File: src/rtl/register_chain_loader.sv
// Serial configuration chain loader: shifts a parallel word into a chain of register
// cells, strobes the cell update, and returns the previous chain contents as a readback word.
module register_chain_loader #(
  parameter int unsigned CHAIN_LEN     = 8,
  parameter int unsigned UPDATE_CYCLES = 2
) (
  input  logic                 clk,
  input  logic                 reset,
  input  logic [CHAIN_LEN-1:0] in_data,
  input  logic                 in_valid,
  output logic                 in_ready,
  output logic                 chain_in,
  output logic                 chain_enable,
  output logic                 chain_update,
  input  logic                 chain_return,
  output logic [CHAIN_LEN-1:0] rb_data,
  output logic                 rb_valid,
  output logic                 busy
);

  localparam int unsigned CNT_W = $clog2(CHAIN_LEN + 1);
  localparam int unsigned UPD_W = $clog2(UPDATE_CYCLES + 1);

  localparam logic [1:0] IDLE   = 2'd0;
  localparam logic [1:0] SHIFT  = 2'd1;
  localparam logic [1:0] SETTLE = 2'd2;
  localparam logic [1:0] UPDATE = 2'd3;

  logic [1:0]           state_q;
  logic [1:0]           state_d;
  logic [CHAIN_LEN-1:0] shift_q;
  logic [CHAIN_LEN-1:0] rb_shift_q;
  logic [CNT_W-1:0]     cnt_q;
  logic [UPD_W-1:0]     upd_q;
  logic                 accept;
  logic                 enable_d;
  logic                 update_d;
  logic                 busy_d;
  logic                 ready_d;
  logic                 rb_valid_d;

  // Serial data always comes straight from the shift register MSB
  assign chain_in = shift_q[CHAIN_LEN-1];

  // State register
  always_ff @(posedge clk) begin
    if (reset) begin
      state_q <= IDLE;
    end else begin
      state_q <= state_d;
    end
  end

  // Next state and next values of the registered chain-facing outputs
  always_comb begin
    state_d    = state_q;
    accept     = 1'b0;
    case (state_q)
      IDLE: begin
        if (in_valid && in_ready) begin
          accept  = 1'b1;
          state_d = SHIFT;
        end
      end
      SHIFT: begin
        if (cnt_q == CNT_W'(CHAIN_LEN - 1)) begin
          state_d = SETTLE;
        end
      end
      SETTLE: begin
        state_d = UPDATE;
      end
      UPDATE: begin
        if (upd_q == UPD_W'(UPDATE_CYCLES - 1)) begin
          state_d = IDLE;
        end
      end
      default: begin
        state_d = IDLE;
      end
    endcase
    enable_d   = (state_d == SHIFT);
    update_d   = (state_d == UPDATE);
    busy_d     = (state_d != IDLE);
    ready_d    = (state_d == IDLE);
    rb_valid_d = (state_q == UPDATE) && (state_d == IDLE);
  end

  // Datapath and output registers
  always_ff @(posedge clk) begin
    if (reset) begin
      shift_q      <= '0;
      rb_shift_q   <= '0;
      rb_data      <= '0;
      rb_valid     <= 1'b0;
      cnt_q        <= '0;
      upd_q        <= '0;
      in_ready     <= 1'b0;
      chain_enable <= 1'b0;
      chain_update <= 1'b0;
      busy         <= 1'b0;
    end else begin
      in_ready     <= ready_d;
      chain_enable <= enable_d;
      chain_update <= update_d;
      busy         <= busy_d;
      rb_valid     <= rb_valid_d;
      if (rb_valid_d) begin
        rb_data <= rb_shift_q;
      end
      case (state_q)
        IDLE: begin
          if (accept) begin
            shift_q <= in_data;
            cnt_q   <= '0;
          end
        end
        SHIFT: begin
          // Tail bit is sampled before this shift moves the chain
          shift_q    <= shift_q << 1;
          rb_shift_q <= CHAIN_LEN'({rb_shift_q, chain_return});
          cnt_q      <= cnt_q + CNT_W'(1);
        end
        SETTLE: begin
          upd_q <= '0;
        end
        UPDATE: begin
          upd_q <= upd_q + UPD_W'(1);
        end
        default: begin
          upd_q <= '0;
        end
      endcase
    end
  end

endmodule
File: config.mk
export PLATFORM = sky130hd
export DESIGN_NAME = register_chain_loader
export DESIGN_NICKNAME = d
export VERILOG_FILES = /design/src/rtl/register_chain_loader.sv
export SDC_FILE = /design/constraint.sdc
export NUM_CORES = 1
export LEC_CHECK = 0
export CAP_MARGIN = 20
export CORE_ASPECT_RATIO = 0.6
export CORE_MARGIN = 5
export CORE_UTILIZATION = 58
export CTS_BUF_LIST = sky130_fd_sc_hd__clkbuf_8
export CTS_CLUSTER_SIZE = 14
export DETAILED_ROUTE_END_ITERATION = 8
export GPL_TIMING_DRIVEN = 0
export HOLD_SLACK_MARGIN = 0.15
export PLACE_DENSITY_LB_ADDON = 0.25
export SETUP_SLACK_MARGIN = 0.05
export SYNTH_ARGS = -nofsm -noshare
export SYNTH_HDL_FRONTEND = slang
export SYNTH_SLANG_ARGS = --single-unit
File: constraint.sdc
create_clock -name clk -period 2.6 [get_ports clk]
set_input_delay 0.65 -clock clk [delete_from_list [all_inputs] [get_ports clk]]
set_output_delay 0.65 -clock clk [all_outputs]
set_load 0.02 [all_outputs]
### After elaboration in Yosys (flattened, before gate mapping)

Cells that the tools add are included.

| word-level totals | value |
|---|---|
| bits in registers | 37 |
| bits of input ports | 12 |
| output and inout port bits | 14 |
| logic and storage cells | 40 |

| operators by class | value |
|---|---|
| $add $sub $neg | 2 |
| eq/ne operators | 8 |
| mux-type cells | 11 |
| reduce and logical (&&, ||, !) cells | 8 |

Operator list:

| operator | count |
|---|---|
| one-hot mux 8 bit (2 select lines) | 1 |
| 2-to-1 mux 8 bit | 1 |
| one-hot mux 2 bit (4 select lines) | 1 |
| one-hot mux 4 bit (2 select lines) | 1 |
| equality test 2 x 1 -> 1 bit (second input constant) | 3 |
| equality test 2 bit (second input constant) | 3 |
| 2-to-1 mux 2 bit | 3 |
| nonzero test 2 bit | 3 |
| adder 4 x 1 -> 4 bit (second input constant) | 1 |
| equality test 4 x 3 -> 1 bit (second input constant) | 1 |
| logical NOT 2 bit | 2 |
| 2-to-1 mux 4 bit | 1 |
| one-hot mux 2 bit (2 select lines) | 1 |
| adder 2 x 1 -> 2 bit (second input constant) | 1 |
| logical AND 1 bit | 2 |
| 2-to-1 mux 1 bit | 2 |
| inequality test 2 bit (second input constant) | 1 |
| AND reduction 2 bit | 1 |

### Logic depth before layout (Yosys ltp)

| depth | value |
|---|---|
| depth after elaboration | 5 |
| mapped depth | 6 |
| mapped depth without buffers | 5 |

### Worst setup path after synthesis

OpenSTA, ideal clock, no wires.

| path | value |
|---|---|
| path type | input port to flip-flop |
| start point | in in_valid |
| end point | reg shift_q[1] |
| setup time | 122 ps |
| data arrival time | 1,340 ps |
| data required time | 2,478 ps |
| path slack | 1,138 ps |
| stages | 4 |
| buffers on the path | 1 |
| cell sequence | a21oi_2 buf_2 o21bai_1 o311a_1 |

| on the way | value |
|---|---|
| cells in the longest elaborated chain, start to end | 5 |

Ends and longest elaborated chain:

| item | line | source |
|---|---|---|
| start, declared | 10 | `input logic in_valid,` |
| logical AND 1 bit | 60 | `if (in_valid && in_ready) begin` |
| 2-to-1 mux 1 bit | 60 |  |
| 2-to-1 mux 1 bit | 58 | `case (state_q)` |
| inequality test 2 bit (no line) | -- |  |
| AND reduction 2 bit (no line) | -- |  |
| end signal, assigned | 114 | `shift_q <= in_data;` |
| end signal, assigned | 120 | `shift_q <= shift_q << 1;` |
| end, declared | 31 | `logic [CHAIN_LEN-1:0] shift_q;` |

No other way between the ends.
A chain may end at the register's enable or synchronous reset.

### Worst setup path after layout

| path | value |
|---|---|
| start point | in reset |
| end point | reg upd_q[1] |

RTL lines:

| item | line | source |
|---|---|---|
| start, declared | 8 | `input logic reset,` |
| end signal, assigned | 128 | `upd_q <= upd_q + UPD_W'(1);` |
| end, declared | 34 | `logic [UPD_W-1:0] upd_q;` |

No word-level cell between the ends.

==> results.py <==
metrics = {
    "outcome": {
        "status": "finished, final reports clean",
    },
    "critical_path": {
        "crit_buf_inv": 3,
        "critical_path_class": "in2reg",
        "path_delay_family": "buffers and inverters",
        "cp_max_fo": 10,
        "max_stage_delay_ns": 0.47,
        "cp-end-kind": "flip-flop",
        "arrival_ns": 2.15,
        "required_ns": 2.78,
        "r2r_slack_ns": 0.97,
        "cp_slowest_cell": "clkdlybuf4s50_1",
        "critPathLaunchType": "input port",
        "crit_path_cell_trace": "clkdlybuf4s50_1 > clkbuf_1 > clkinv_1 > and2_1",
    },
    "synth": {
        "syn_avg_cell_area_um2": 8.98,
        "synth_fp_nets": 181,
        "netlist_area_um2": 1500,
        "yosysSeqAreaShare": 0.494,
        "async_flop_share": 0,
        "synth-edff-count": 0,
        "yosysUniqueCellTypes": 29,
        "ys_seq_elements": 37,
        "ys.flop_type": "dfxtp_1",
        "ys_warn_count": 0,
        "netlist_instances": 167,
    },
    "final_layout": {
        "diodes": 0,
        "nets": 213,
        "multi_input_area_um2": 677,
        "area_growth_pct": 25.1,
        "regArea_um2": 741,
        "drive_gt1_frac": 0.111,
        "fillCellCount": 190,
        "final_util": 0.755,
    },
    "timing": {
        "fin_crit_ns": 1.97,
        "grt_setup_unrepaired": "false",
        "hold_slack_ns": 0.457,
        "finalSetupTns_ns": 0,
        "setup_violations": 0,
        "hold_viol_final": 0,
        "fin_crit_sh": 0.758,
        "drv_slew": 0,
        "slew-limit-headroom": 0.678,
        "max_freq_mhz": 508,
        "worst_clock_skew_ns": 0.00516,
        "worst_pin_slew_ns": 0.482,
    },
    "global_route": {
        "grt_usage": 0.200,
        "overflow": 0,
        "grt_pass1_wl_um": 5660,
        "antenna_found_initial": 0,
        "grt_max_degree": 11,
        "grt_pass1_vias": 1260,
    },
    "worst_hold_path": {
        "hp-class": "reg2reg",
    },
    "routing": {
        "viasPerCell": 5.74,
        "drcViolationCount": 0,
        "drtAntennaViolNets": 0,
        "vias": 1325,
        "routedWlPerCell_um": 14.9,
        "first_iter_violations": 87,
        "detail_route.first_pass.iterations": 4,
        "wl_um": 3450,
    },
    "clocking": {
        "cts_hold_buf": 0,
        "cts_resized": 0,
        "cts-htree-levels": 2,
        "numCtsBuffers": 5,
        "clock_latency_ns": 0.28,
        "clk_pin_slew_ns": 0.07,
        "cts_root_buffer": "clkbuf_8",
        "cts.sinks": 37,
        "cts_buffer_depth": 2,
        "cts_tree": "yes",
        "post-cts-setup-buffer-count": 0,
    },
    "die": {
        "initial_utilization": 0.603,
        "core-area_um2": 2490,
        "num_rows": 14,
        "die_x_um": 75.7,
        "die_h_um": 49.4,
        "fp.dieArea_um2": 3740,
        "num_io_pins": 26,
    },
    "pwr": {
        "leakagePower_nw": 0.677,
        "max-vdd-ir-drop_mv": 0.391,
        "powerDensity_nw_per_um2": 607,
    },
    "placement": {
        "hpwlAfterDp_um": 2390,
        "portBuffers": 25,
        "gp_congestion": 0.821,
    },
    "job": {
        "cap_violations": 0,
    },
}
[report_power, final]
group / internal, mW / total (mW) / switching [mW]
clock: 0.206 / 0.399 / 0.192
combinational: 0.0694 / 0.139 / 0.0694
sequential: 0.589 / 0.601 / 0.0128
total: 0.864 / 1.14 / 0.274
[worst reg2reg max path: stages (launching register included)]
cell      delay (ns)
dfxtp_1         0.34
buf_2           0.20
a21oi_2         0.39
buf_2           0.32
o21bai_1        0.12
o311a_1         0.16
[logic make-up (layout without fill, tap and decap cells)]
group | count (synthesis) | after routing | synth area share
compound gates | 45 | 45 | 0.194
fa+ha+maj | 2 | 2 | 0.0167
buf+inv | 15 | 47 | 0.0550
flops | 37 | 37 | 0.494
mux | 8 | 8 | 0.0601
simple gates | 60 | 60 | 0.180
[per-stage QoR]
stage               instance area [µm²]  worst slack [ns]  instances  power [mW]
finish                             1880             0.630        231        1.14
detailed placement                 1790             0.365        224       0.750
global route                       1880             0.551        231        1.18
CTS                                1880             0.626        231        1.14
global placement                   1790             0.392        224       0.743
floorplan                          1500              1.14        167       0.699
[state kept, by name, summed over array words and instances, names as in the netlist]
name,cells
rb_data,8
rb_shift_q,8
shift_q,8
cnt_q,4
state_q,2
upd_q,2
busy,1
chain_enable,1
chain_update,1
in_ready,1
rb_valid,1
[per-layer routing]
layer / wire length [µm] / vias up / GRT usage
met5: 0 / - / 0
met4: 64 / 0 / 0.0959
met3: 298 / 9 / 0.0638
met2: 1550 / 59 / 0.289
met1: 1540 / 618 / 0.265
li1: - / 639 / -
[cell usage after synthesis, types with 2 or more instances]
cell type  count  share of area
and2_1         2         0.0083
nor2_1         6          0.015
clkbuf_1       7          0.018
or3_1          2         0.0083
a21oi_1       22          0.073
and3_1         2         0.0083
nand3_1        3          0.010
o311a_1        7          0.047
dfxtp_1       37           0.49
buf_2          3          0.010
buf_6          3          0.023
o21bai_1       7          0.035
o21ai_0        4          0.013
ha_1           2          0.017
nand2_1       39          0.098
mux2_2         8          0.060
[cell type report]
cell class                 count  area share
buffer                        13      0.0400
clock buffer                   6      0.0440
clock inverter                 1     0.00200
inverter                       2     0.00400
multi-input combinational    115       0.361
sequential                    37       0.395
tap                           32      0.0213
timing repair buffer          25       0.133
[path summary, 6_finish.rpt]
kind,from,end,depth (start not counted)
worst min register to register,rb_data[6],rb_data[6],2
worst max-delay path,reset,upd_q[1],4
worst min-delay path,rb_data[6],rb_data[6],2
worst max register to register,state_q[0],shift_q[1],5
[layout by cell type, fill, tap and decap left out, drive strengths merged]
master / Yosys / final
nor2: 6 / 6
o21ai: 4 / 4
buf: 6 / 6
clkbuf: 7 / 13
and2: 2 / 2
nor2b: 1 / 1
and3: 2 / 2
nand2b: 2 / 2
clkdlybuf4s50: 0 / 25
nand3: 3 / 3
a2111oi: 1 / 1
nand3b: 1 / 1
o22ai: 1 / 1
a21oi: 23 / 23
o311a: 7 / 7
inv: 1 / 2
a31oi: 1 / 1
ha: 2 / 2
o21bai: 7 / 7
or3: 2 / 2
nand4: 1 / 1
dfxtp: 37 / 37
clkinv: 1 / 1
nand2: 39 / 39
mux2: 8 / 8
a311oi: 1 / 1
and3b: 1 / 1
Note: power is estimated with default switching activity, not from simulation.
